[config.mk]
export PLATFORM = sky130hd
export DESIGN_NAME = vline_fetch
export DESIGN_NICKNAME = d
export VERILOG_FILES = /design/src/rtl/vga_pkg.sv /design/src/rtl/vline_fetch.sv
export SDC_FILE = /design/constraint.sdc
export NUM_CORES = 1
export LEC_CHECK = 0
export BUFFER_PORTS_ARGS = -buffer_cell sky130_fd_sc_hd__buf_2
export CAP_MARGIN = 20
export CORE_MARGIN = 2
export CORE_UTILIZATION = 35
export DETAILED_ROUTE_END_ITERATION = 8
export GPL_ROUTABILITY_DRIVEN = 0
export PLACE_DENSITY_LB_ADDON = 0.25
export SLEW_MARGIN = 25
export SYNTH_ARGS = -nofsm -noshare
export SYNTH_HDL_FRONTEND = slang
export SYNTH_SLANG_ARGS = --single-unit
export TNS_END_PERCENT = 50
[constraint.sdc]
create_clock -name Clk -period 1.3 [get_ports Clk]
set_input_delay 0.26 -clock Clk [delete_from_list [all_inputs] [get_ports Clk]]
set_output_delay 0.26 -clock Clk [all_outputs]
set_load 0.005 [all_outputs]
[src/rtl/vga_pkg.sv]
// Shared definitions for the VGA line-fetch path.
// Holds the fetch FSM state encodings.
package vga_pkg;

    typedef enum logic [1:0] {
        ST_IDLE  = 2'd0,
        ST_REQ   = 2'd1,
        ST_WRITE = 2'd2
    } fetch_state_e;

endpackage

[src/rtl/vline_fetch.sv]
// Fetches one video line, one pixel per memory word,
// into a small line buffer.
module vline_fetch #(
    parameter int AWIDTH  = 2,
    parameter int BPP     = 6,
    parameter int PSIZE   = 4,
    parameter int MAWIDTH = 12
) (
    input  logic               Clk,
    input  logic               Reset,
    input  logic               LineStart,
    input  logic [MAWIDTH-1:0] LineIndex,
    output logic               MemReq,
    output logic [MAWIDTH-1:0] MemAddress,
    input  logic               MemAck,
    input  logic [BPP-1:0]     MemData,
    output logic               Write,
    output logic [AWIDTH-1:0]  WriteAddress,
    output logic [BPP-1:0]     DataIn,
    output logic               Busy,
    output logic               Overrun
);
    import vga_pkg::*;

    localparam logic [MAWIDTH-1:0] PSIZE_M = MAWIDTH'(PSIZE);
    localparam logic [AWIDTH-1:0]  LAST    = AWIDTH'(PSIZE - 1);

    fetch_state_e       state_q;
    logic [MAWIDTH-1:0] base_q;
    logic [AWIDTH-1:0]  count_q;
    logic               mem_req_q;
    logic [MAWIDTH-1:0] mem_addr_q;
    logic               write_q;
    logic [AWIDTH-1:0]  wr_addr_q;
    logic [BPP-1:0]     data_q;
    logic               busy_q;
    logic               overrun_q;

    logic [MAWIDTH-1:0] base_d;
    logic [AWIDTH-1:0]  count_d;
    logic [MAWIDTH-1:0] addr_d;

    assign base_d  = LineIndex * PSIZE_M;
    assign count_d = count_q + AWIDTH'(1);
    assign addr_d  = base_q + MAWIDTH'(count_d);

    always_ff @(posedge Clk) begin
        if (Reset) begin
            state_q    <= ST_IDLE;
            base_q     <= '0;
            count_q    <= '0;
            mem_req_q  <= 1'b0;
            mem_addr_q <= '0;
            write_q    <= 1'b0;
            wr_addr_q  <= '0;
            data_q     <= '0;
            busy_q     <= 1'b0;
            overrun_q  <= 1'b0;
        end else begin
            write_q <= 1'b0;
            // A request while busy is dropped but remembered.
            if (LineStart && state_q != ST_IDLE) begin
                overrun_q <= 1'b1;
            end
            unique case (state_q)
                ST_IDLE: begin
                    if (LineStart) begin
                        state_q    <= ST_REQ;
                        base_q     <= base_d;
                        count_q    <= '0;
                        mem_req_q  <= 1'b1;
                        mem_addr_q <= base_d;
                        busy_q     <= 1'b1;
                    end
                end
                ST_REQ: begin
                    if (MemAck) begin
                        state_q   <= ST_WRITE;
                        data_q    <= MemData;
                        mem_req_q <= 1'b0;
                        write_q   <= 1'b1;
                        wr_addr_q <= count_q;
                    end
                end
                ST_WRITE: begin
                    count_q <= count_d;
                    if (count_q != LAST) begin
                        state_q    <= ST_REQ;
                        mem_req_q  <= 1'b1;
                        mem_addr_q <= addr_d;
                    end else begin
                        state_q <= ST_IDLE;
                        busy_q  <= 1'b0;
                    end
                end
                default: begin
                    state_q <= ST_IDLE;
                end
            endcase
        end
    end

    assign MemReq       = mem_req_q;
    assign MemAddress   = mem_addr_q;
    assign Write        = write_q;
    assign WriteAddress = wr_addr_q;
    assign DataIn       = data_q;
    assign Busy         = busy_q;
    assign Overrun      = overrun_q;

endmodule

Yosys cells after proc, flatten, opt, wreduce, memory -nomap -nowiden
Cells that the tools add are included.
{"block": "classes", "muxes": 16, "addsub": 2, "reduce_logical": 13, "n_bitwise": 1, "eq_ne": 7}
{"op": "two-way mux 12 bit", "count": 2}
{"op": "one-hot mux 12 bit (2 select lines)", "count": 1}
{"op": "adder 12 x 2 -> 12 bit", "count": 1}
{"op": "!= test 2 bit (second input constant)", "count": 5}
{"op": "AND reduction 2 bit", "count": 4}
{"op": "two-way mux 1 bit", "count": 6}
{"op": "two-way mux 2 bit", "count": 3}
{"op": "one-hot mux 2 bit (3 select lines)", "count": 1}
{"op": "AND reduction 3 bit", "count": 2}
{"op": "one-hot mux 2 bit (2 select lines)", "count": 1}
{"op": "AND reduction 4 bit", "count": 1}
{"op": "nonzero test 2 bit", "count": 2}
{"op": "one-hot mux 1 bit (3 select lines)", "count": 1}
{"op": "nonzero test 3 bit", "count": 1}
{"op": "adder 2 x 1 -> 2 bit (second input constant)", "count": 1}
{"op": "equality test 2 x 1 -> 1 bit (second input constant)", "count": 1}
{"op": "equality test 2 bit (second input constant)", "count": 1}
{"op": "logical NOT 2 bit", "count": 1}
{"op": "one-hot mux 1 bit (2 select lines)", "count": 1}
{"op": "OR reduction 2 bit", "count": 1}
{"op": "logical AND 1 bit", "count": 1}
{"op": "NOT 1 bit", "count": 1}
{"block": "totals", "word_cells": 49, "regBits": 38, "out_inout_bits": 24, "in_bits": 22}

Longest topological paths before layout
{"block": "logic_depth", "depth_word": 4, "depth_mapped": 6, "mapped_depth_nobuf": 4}

Least setup slack after synthesis
No wires, ideal clock.
{"block": "synth_timing", "path_type": "register -> register", "from": "register count_q[0]", "to": "register mem_addr_q[10], in the netlist MemAddress[10]", "required_time_ns": 1.164, "period_less_slack_ns": 1.398, "t_arrival_ns": 1.262, "path_slack_ns": -0.098, "n_path_buf": 1, "setup_time_ns": 0.136, "path_stages_with_launch": 6, "path_cell_list": "dfxtp_1 > ha_1 > or3b_1 > buf_2 > nor2_1 > a2111oi_2"}
{"block": "synth_between", "elab_chain_len": 4, "word_cells_on_any_way": 7, "classes_between": "add/sub: 2; eq/ne: 2; mux: 2; reduce/logical: 1"}
{"element": "start, declared", "line_no": "vline_fetch.sv:30", "source": "logic [AWIDTH-1:0] count_q;"}
{"element": "start signal, assigned", "line_no": "vline_fetch.sv:86", "source": "count_q <= count_d;"}
{"element": "adder 2 x 1 -> 2 bit", "line_no": "vline_fetch.sv:44", "source": "assign count_d = count_q + AWIDTH'(1);"}
{"element": "adder 12 x 2 -> 12 bit", "line_no": "vline_fetch.sv:45", "source": "assign addr_d = base_q + MAWIDTH'(count_d);"}
{"element": "two-way mux 12 bit", "line_no": "vline_fetch.sv:87", "source": "if (count_q != LAST) begin"}
{"element": "one-hot mux 12 bit (2 select lines)", "line_no": "vline_fetch.sv:65", "source": "unique case (state_q)"}
{"element": "end signal, assigned", "line_no": "vline_fetch.sv:72", "source": "mem_addr_q <= base_d;"}
{"element": "end signal, assigned", "line_no": "vline_fetch.sv:90", "source": "mem_addr_q <= addr_d;"}
{"element": "end, declared", "line_no": "vline_fetch.sv:32", "source": "logic [MAWIDTH-1:0] mem_addr_q;"}
Parallel ways exist; a longest one is shown, timed or not. The select of a mux whose other input is x is not followed.
A chain may end at the register's enable or synchronous reset.

Final worst setup path
{"block": "layout_timing", "from": "register count_q[1]", "to": "register mem_addr_q[6], in the netlist MemAddress[6]"}
The elaborated chain is that of the path after synthesis.

==> results by group <==
Yosys
  – Net count after synthesis: 199
  – Top-count cell post-synth: dfxtp_1
  – Cell Area, Synth: 1600 sq um
  – Synth cell count leaders: 38 x dfxtp_1, 33 x nor2_1, 22 x nand2_1
  – YS warnings: 0
  – Top post-synthesis cells by area: dfxtp_1 48%, a2111oi_2 9.4%, nor2_1 7.7%
  – #FFs+latches synth: 38
  – Post-synthesis cell count: 175
  – Synth area leader: dfxtp_1
  – Post-synthesis sequential area ratio: 0.475
  – EDFF count, synth: 0
  – Syn_area_per_cell: approximately 9.2 sq um
  – Main synth FF type: dfxtp_1
  – Synth unique cells: 29
  – Synth async-reset ratio: 0
  – Area share of the largest cell type after synthesis: 0.475

Layout
  – Nets: around 250
  – Antenna diodes: 0
  – Non-Filler Instances: 283
  – Share of post-route cells with drive strength above 1: 0.398
  – Synthesis-to-layout area growth: 35.2%
  – Filler instances: around 440
  – Register area: 763 sq um
  – Area of the multi-input gates: about 800 sq um

Die
  – Core area: between 4000 and 5000 sq um
  – Chip height: 71.6 um
  – IO Count: 46
  – Starting Density: 0.365
  – Die area: around 5100 sq um
  – Rows: 24
  – Chip Width: between 70 and 80 um

STA
  – Fmax: around 760 MHz
  – Total negative slack: -0.0416 ns
  – Period utilization: 1.02
  – Worst-margin pin slew: between 0.3 and 0.4 ns
  – Setup WS post-layout: -0.0245 ns
  – Rel. slew slack: 0.767
  – Hold Vio Cnt, Final: 0
  – Min cycle time layout: roughly 1.3 ns
  – Final Setup Violations: 3
  – RSZ-0062 raised after global routing: yes
  – Max Slew Vio Count: 0
  – Setup Skew: between 0.004 and 0.005 ns

CTS
  – Cts hold-fix bufs: 0
  – Worst skew pair latency: 0.29 ns
  – CTS tree: yes
  – CTS buffer count: 5
  – H-tree depth: 2
  – TritonCTS sink count: 38
  – Clock slew at reported path FFs: approximately 0.07 ns
  – Clock Path Buffers: 2
  – Root buf cell: clkbuf_8

Route
  – 1st-iter DRT viols: 22
  – First-pass DRT Iterations: 4
  – WL/cell: about 12 um
  – Vias per cell: between 4 and 5
  – Antenna-violating nets left: 0
  – Routed Wire Length: about 3300 um
  – Vias post-DR: approximately 1.4k
  – Number of remaining DRC errors: 0

Critical path
  – CP Class: reg2reg
  – R2R setup slack: -0.02 ns
  – CP arrival: ~1.5 ns
  – Critical Path Source Type: flop
  – CP Capture Type: flop
  – Maximum net fanout on the critical path: 10
  – Worst endpoint required time: 1.47 ns

GRT
  – Number of global-route vias before repair: approximately 1.2k
  – Total GRT Usage: 0.135
  – Pin count of the biggest net entering global routing: 24
  – Overflow after GRT: 0
  – First-pass GRT wire length: 5360 um
  – Initial antenna violation count: 0

Power
  – Overall power: roughly 2.9 mW
  – Combinational fraction of design power: 0.140
  – PwrDens: between 1000 and 1500 nW/um^2
  – Clock power frac: 0.421
  – Net Sw Power: roughly 0.66 mW
  – LEAKAGE: 0.984 nW
  – Sequential power share: 0.439
  – Internal power: 2.26 mW
  – Net Sw Frac: 0.225
  – Peak supply drop: roughly 0.00075 V

Placement
  – Cell count after placement: between 200 and 300
  – Port buffer count: 43
  – DPL Wire Length: ~2300 um
  – Pre-CTS setup slack: -0.0405 ns

Status
  – Status: complete, but fails checks
  – Failing checks: negative setup slack

Hold path
  – Hold Path Class: in2reg

Job
  – Number of max-cap violations: 0
==> layout make-up <==
cell class | count | share of cell area
Multi-Input combinational cell | 113 | 0.365
Sequential cell | 38 | 0.352
Timing Repair Buffer | 59 | 0.164
Clock buffer | 6 | 0.0381
Tap cell | 52 | 0.0300
Clock inverter | 2 | 0.0277
Inverter | 13 | 0.0225
==> power by group through the flow <==
stage	logic, mW	clock network (mW)	registers, mW
final	0.407	1.23	1.28
after detailed placement	0.389	0	1.31
after CTS	0.399	1.27	1.28
after global routing	0.450	1.31	1.29
after floorplan	0.243	0	1.31
after global placement	0.386	0	1.30
==> layer usage <==
layer	wire, um	track usage	vias up
li1	-	-	695
met1	1470	0.148	621
met4	17	0.0440	0
met5	0	0	-
met2	1630	0.230	37
met3	229	0.0605	2
==> logic make-up after synthesis <==
logic type,count (synthesis),share of synthesized area
DFF,38,0.475
and+or+nand+nor,67,0.186
AOI/OAI and AO/OA,36,0.200
muxes,8,0.0500
adders and majority gates,2,0.0156
buffers and inverters,24,0.0734
==> repair_timing <==
action	4_1_cts	5_1_grt
cloned	0	0
endpoints found under the setup margin	16	18
resized for setup	6	7
setup buffers	0	1
==> cells in the final DEF, fill, tap and decap left out, drive strengths merged <==
master | netlist | final
nor2b | 2 | 2
a2bb2oi | 1 | 1
o22ai | 1 | 1
nand3b | 2 | 2
nor3b | 2 | 2
nand3 | 3 | 3
dfxtp | 38 | 38
a2111oi | 10 | 10
clkbuf | 4 | 6
o21bai | 3 | 3
a32oi | 1 | 1
nor4b | 1 | 1
buf | 7 | 59
nor2 | 33 | 33
a21oi | 15 | 15
o21ai | 2 | 2
a31oi | 2 | 2
or3b | 2 | 2
inv | 13 | 13
a21o | 1 | 1
ha | 2 | 2
bufinv | 0 | 2
mux2i | 8 | 8
nand2 | 22 | 22
==> worst max-delay path, cell delays in order (launching register included) <==
cell       delay, ns
dfxtp_1         0.34
ha_4            0.17
or3b_1          0.35
buf_6           0.17
nor2_1          0.12
a2111oi_2       0.06
==> sequential cells by signal (all words and copies together), names as in the netlist <==
name,flops
DataIn,6
Overrun,1
Write,1
base_q,10
MemReq,1
Busy,1
WriteAddress,2
count_q,2
state_q,2
MemAddress,12
==> stage by stage <==
step	cell area (sq um)	utilization	hold slack (ns)
after floorplan	1630	-	0.396
after global placement	1960	0.446	0.431
after detailed placement	1960	0.446	0.442
after CTS	2130	0.485	0.190
after global routing	2170	0.494	0.206
final	2170	0.494	0.201
==> final timing paths <==
path                                                    to  cells past startpoint                    start
worst max register to register  MemAddress[6]$_SDFFE_PP0P_                      5  count_q[1]$_SDFFE_PP0P_
worst min register to register        Overrun$_SDFFE_PP0P_                      2     Overrun$_SDFFE_PP0P_
worst min-delay path                DataIn[3]$_SDFFE_PP0P_                      3               MemData[3]
worst max-delay path            MemAddress[6]$_SDFFE_PP0P_                      5  count_q[1]$_SDFFE_PP0P_
Note: power is estimated with default switching activity, not from simulation.
